--- src/rtl/exp2_pkg.sv ---
// Shared types for the exp2 halving pipeline: default sizes, stage record and
// the per-stage halving step.
package exp2_pkg;

    localparam int P_WIDTH = 100;
    localparam int P_DEPTH = 10;

    typedef struct packed {
        logic               valid;
        logic               inexact;
        logic [P_WIDTH-1:0] data;
    } stage_t;

    // Invalid records come out fully cleared so bubbles never carry stale data.
    function automatic stage_t halve(input stage_t s);
        stage_t r;
        r.valid   = s.valid;
        r.inexact = s.valid & (s.inexact | s.data[0]);
        r.data    = s.valid ? (s.data >> 1) : '0;
        return r;
    endfunction

endpackage

--- src/rtl/exp2_half_stage.sv ---
// One registered halving stage: captures halve(stage_i) when enabled, holds
// otherwise.
module exp2_half_stage
    import exp2_pkg::*;
(
    input  logic   clk,
    input  logic   rst,
    input  logic   en,
    input  stage_t stage_i,
    output stage_t stage_o
);

    stage_t stage_q;
    stage_t stage_d;

    always_comb begin
        stage_d = stage_q;
        if (en) begin
            stage_d = halve(stage_i);
        end
    end

    always_ff @(posedge clk or negedge rst) begin
        if (!rst) begin
            stage_q <= '0;
        end else begin
            stage_q <= stage_d;
        end
    end

    assign stage_o = stage_q;

endmodule

--- src/rtl/exp2_div_pipe.sv ---
// Streaming divide-by-2^DEPTH pipeline with sticky inexact flag, stall enable
// and occupancy count. WIDTH must match exp2_pkg::P_WIDTH (stage_t width).
module exp2_div_pipe
    import exp2_pkg::*;
#(
    parameter int WIDTH = P_WIDTH,
    parameter int DEPTH = P_DEPTH
) (
    input  logic                       clk,
    input  logic                       rst,
    input  logic                       en,
    input  logic                       in_valid,
    input  logic [WIDTH-1:0]           in_data,
    output logic                       out_valid,
    output logic [WIDTH-1:0]           out_data,
    output logic                       out_inexact,
    output logic [$clog2(DEPTH+1)-1:0] occupancy,
    output logic                       empty
);

    localparam int OW = $clog2(DEPTH+1);

    stage_t chain [DEPTH+1];
    stage_t tail;

    // The entry record has no sticky history; stage 0 performs the first halving.
    assign chain[0] = '{valid: in_valid, inexact: 1'b0, data: in_data};

    for (genvar k = 0; k < DEPTH; k++) begin : g_stage
        exp2_half_stage u_stage (
            .clk     (clk),
            .rst     (rst),
            .en      (en),
            .stage_i (chain[k]),
            .stage_o (chain[k+1])
        );
    end

    assign tail = chain[DEPTH];

    logic [OW-1:0] occ_q;
    logic [OW-1:0] occ_d;

    always_comb begin
        occ_d = occ_q;
        if (en) begin
            if (in_valid && !tail.valid) begin
                occ_d = occ_q + OW'(1);
            end else if (!in_valid && tail.valid) begin
                occ_d = occ_q - OW'(1);
            end
        end
    end

    always_ff @(posedge clk or negedge rst) begin
        if (!rst) begin
            occ_q <= '0;
        end else begin
            occ_q <= occ_d;
        end
    end

    assign out_valid   = tail.valid;
    assign out_data    = tail.valid ? tail.data : '0;
    assign out_inexact = tail.valid & tail.inexact;
    assign occupancy   = occ_q;
    assign empty       = (occ_q == '0);

    a_occ_bound : assert property (@(posedge clk) disable iff (!rst)
        occ_q <= OW'(DEPTH));

    a_occ_underflow : assert property (@(posedge clk) disable iff (!rst)
        !(en && !in_valid && tail.valid && occ_q == '0));

    a_occ_overflow : assert property (@(posedge clk) disable iff (!rst)
        !(en && in_valid && !tail.valid && occ_q == OW'(DEPTH)));

endmodule
--- config.mk ---
export PLATFORM = sky130hd
export DESIGN_NAME = exp2_div_pipe
export DESIGN_NICKNAME = d
export VERILOG_FILES = /design/src/rtl/exp2_pkg.sv /design/src/rtl/exp2_half_stage.sv /design/src/rtl/exp2_div_pipe.sv
export SDC_FILE = /design/constraint.sdc
export NUM_CORES = 2
export LEC_CHECK = 0
export BUFFER_PORTS_ARGS = -buffer_cell sky130_fd_sc_hd__buf_4
export CAP_MARGIN = 25
export CORE_AREA = 2 2 321 323
export DETAILED_ROUTE_END_ITERATION = 7
export DIE_AREA = 0 0 323 325
export MAX_ROUTING_LAYER = met4
export PLACE_DENSITY = 0.66
export SYNTH_ARGS = -nofsm -noshare
export SYNTH_HDL_FRONTEND = slang
export SYNTH_SLANG_ARGS = --single-unit
--- constraint.sdc ---
create_clock -name clk -period 2.99 [get_ports clk]
set_clock_uncertainty 0.1 [all_clocks]
set_input_delay 0.4485 -clock clk [delete_from_list [all_inputs] [get_ports clk]]
set_output_delay 0.4485 -clock clk [all_outputs]
set_load 0.1 [all_outputs]
==> reports/results.ini <==
[place]
dpl.cell_count = 5643
place.gp.congestion = 0.7465
dp_hpwl_um = 51440
io_buffers = 200
place_ws_ns = 0.6763

[timing]
rsz0062_at_grt = false
fin_crit_sh_pct = 84.85
fmax_mhz = 394.2
final-setup-viol-count = 0
max_slew_margin_pct = 42.00
drv_slew = 0
fin_hold_ws_ns = 0.07668
fin_setup_tns_ns = 0
finalHoldViolCount = 0
timing.final.ws_setup_ns = 0.4530
min_period_ns = 2.537
tightestPinTransition_ns = 0.8700

[routing]
ant_nets = 0
viasPerCell = 4.666
drc_errors = 0
routed_wirelength_um = 83050
initialDrtViolationCount = 2123
num_vias = 27626
first_pass_iters = 6
wire_per_inst_um = 14.03

[hold_path]
min_to = g_stage[4].u_stage.stage_o[88]
min-delay-start = en
min_path_type = primary input to register
worstHoldPathCells = 2

[finish]
finalNonFillerCells = 5921
synthToLayoutAreaGrowth_pct = 16.47
drive_gt1_share_pct = 10.93
fin_nets = 4582

[cts]
cts_hold_buf = 102
path_clk_slew_ns = 0.06
cts_tree = yes
numCtsBuffers = 95
cts-root-buf = clkbuf_16
postCtsSetupRepairBufs = 0
cts-resized-gates = 0
htreeDepth = 3
cts_buffer_depth = 3
cts_sinks = 969
clock_latency_ns = 0.66

[outcome]
outcome = complete, no violations

[run]
drv_cap = 0

[yosys]
synth_area_um2 = 40280
yosysWarnings = 0
synth_enable_flop_cells = 0
synthesis.instances = 4305
async_reset_ff_share_pct = 100.0
avgSynthCellArea_um2 = 9.356
ys_ff_latch = 969
synthFlopType = dfrtp_1
synth.distinct_cells = 29
yosysSeqAreaShare_pct = 60.21

[global_routing]
antenna_found_initial = 5
grt_pass1_vias = 26338
grt_max_degree = 153
grt_pass1_wl_um = 140900
grt.overflow.total = 0
grtUsageTotal_pct = 16.50

[setup_path]
max_stage_delay_ns = 0.36
path_class = register to output pin
crit_chain = clkinv_2 > buf_12 > nor2_1 > buf_4
crit_required_ns = 2.44
ff2ff_path_depth = 7
crit_fanout = 92
r2r_slack_ns = 0.82
timing.rr.start = g_stage[9].u_stage.stage_o[101]
end_kind = output pin
crit_slowest_cell = dfrtp_1
r2r-end = occupancy[3]
critPathLaunchType = register
worst_ep_arrival_time_ns = 1.99

[power]
pwr-share-comb_pct = 11.4
p_per_area_nw_per_um2 = 634.0
ir_worst_vdd_v = 0.0004221
p_leak_nw = 20.13
p_seq_share_pct = 47.4
power_frac_clock_pct = 41.2
switchingPower_w = 0.007877
internal_power_w = 0.02186
switching_share_pct = 26.48
p_total_w = 0.02974

[floorplan]
num_rows = 117
io-pin-count = 211
start_util_pct = 39.76
core_um2 = 101300
die_w_um = 323
die_h_um = 325
die_area_um2 = 105000

## flip-flops by register name, summed over array words and instances, names as in the netlist
name                     flops
occupancy                    4
g_stage.u_stage.stage_o    965
## worst max-delay path by stage
stage | start | end | slack [ns] | cells after the start
6_report | g_stage[9].u_stage.stage_o[101] | out_data[33] | 0.45 | 4
5_1_grt | g_stage[9].u_stage.stage_o[101] | out_data[33] | 0.37 | 4
4_1_cts | g_stage[9].u_stage.stage_o[101] | out_data[33] | 0.40 | 4
3_5_place_dp | in_valid | occupancy[3] | 0.68 | 7
3_3_place_gp | in_valid | occupancy[3] | 0.68 | 7
2_1_floorplan | g_stage[9].u_stage.stage_o[101] | out_data[10] | -0.33 | 4
## routing by layer
layer	track usage [%]	up-vias	part of all wire (%)
li1	-	14193	-
met1	26.35	12882	54
met2	21.48	449	41
met3	2.092	102	3.6
met4	4.853	0	2.0
met5	-	-	0
## area by class of cell
cell class / count / area, µm²
flip-flops and latches: 969 / 24260
repair buffers: 406 / 3761
diodes: 5 / 12.51
inverters: 957 / 3593
clock inverters: 31 / 385.4
well taps: 1368 / 1712
fillers: 9733 / 54390
multi-input cells: 2045 / 10330
clock buffers: 140 / 2861
## cells in the final DEF, fill, tap and decap left out
cell,n
mux2_2,10
clkbuf_8,23
nand2_1,3
bufinv_16,8
o221ai_1,1
o21ai_0,502
buf_4,267
o211ai_1,10
inv_1,956
clkinvlp_4,3
nor2_2,19
a21oi_1,2
or4b_1,2
nand2b_1,1
inv_6,4
ha_1,3
xnor2_1,2
nor4_2,1
dfrtp_2,9
clkbuf_1,18
buf_12,36
buf_8,1
o22ai_1,1
nand4b_1,2
dlygate4sd3_1,102
a2111o_1,1
fa_1,1
clkinv_4,2
clkbuf_16,99
conb_1,10
nor2_1,73
o21ai_1,454
diode_2,5
mux2i_1,1
clkinv_2,15
dfrtp_1,960
nand3_1,946
## cell usage after synthesis (all sizes together), types with 3 or more instances
cell | number | share of area [%]
buf | 170 | 3.8
clkbuf | 173 | 1.6
dfrtp | 969 | 60
ha | 3 | 0.093
inv | 957 | 8.9
mux2 | 10 | 0.28
nand2 | 3 | 0.028
nand3 | 946 | 12
nor2 | 92 | 0.86
o211ai | 10 | 0.19
o21ai | 956 | 12
## critical path, delay by kind of cell (launching register included)
kind	cells	cell delay, ns
buffers and inverters	3	0.62
DFF	1	0.36
and+or+nand+nor	1	0.25
## stage by stage
| step | instance area, µm² | utilization, % |
|---|---|---|
| floorplan | 40360 | - |
| global placement | 42630 | 42.08 |
| detailed placement | 42630 | 42.08 |
| CTS | 46900 | 46.30 |
| global route | 46910 | 46.31 |
| finish | 46910 | 46.31 |
## power by group through the flow
stage	Sequential, W	Combinational (W)	Clock [W]
finish	0.0141	0.00339	0.0122
detailed placement	0.0143	0.00333	0
global placement	0.0143	0.00328	0
global route	0.0142	0.00379	0.0131
floorplan	0.0143	0.00225	0
CTS	0.0141	0.00345	0.0126
## cell families (layout without fill, tap and decap cells)
| group | Yosys count | after routing | share of synthesized area [%] |
|---|---|---|---|
| flops | 969 | 969 | 60.21 |
| mux | 11 | 11 | 0.3044 |
| buf+inv | 1300 | 1534 | 14.37 |
| compound gates | 971 | 971 | 12.16 |
| other cells | 1 | 15 | 0.009311 |
| simple gates | 1047 | 1047 | 12.76 |
| fa+ha+maj | 4 | 4 | 0.1429 |
| xor+xnor | 2 | 2 | 0.04350 |
No activity file was read; power rests on OpenSTA's default activity.
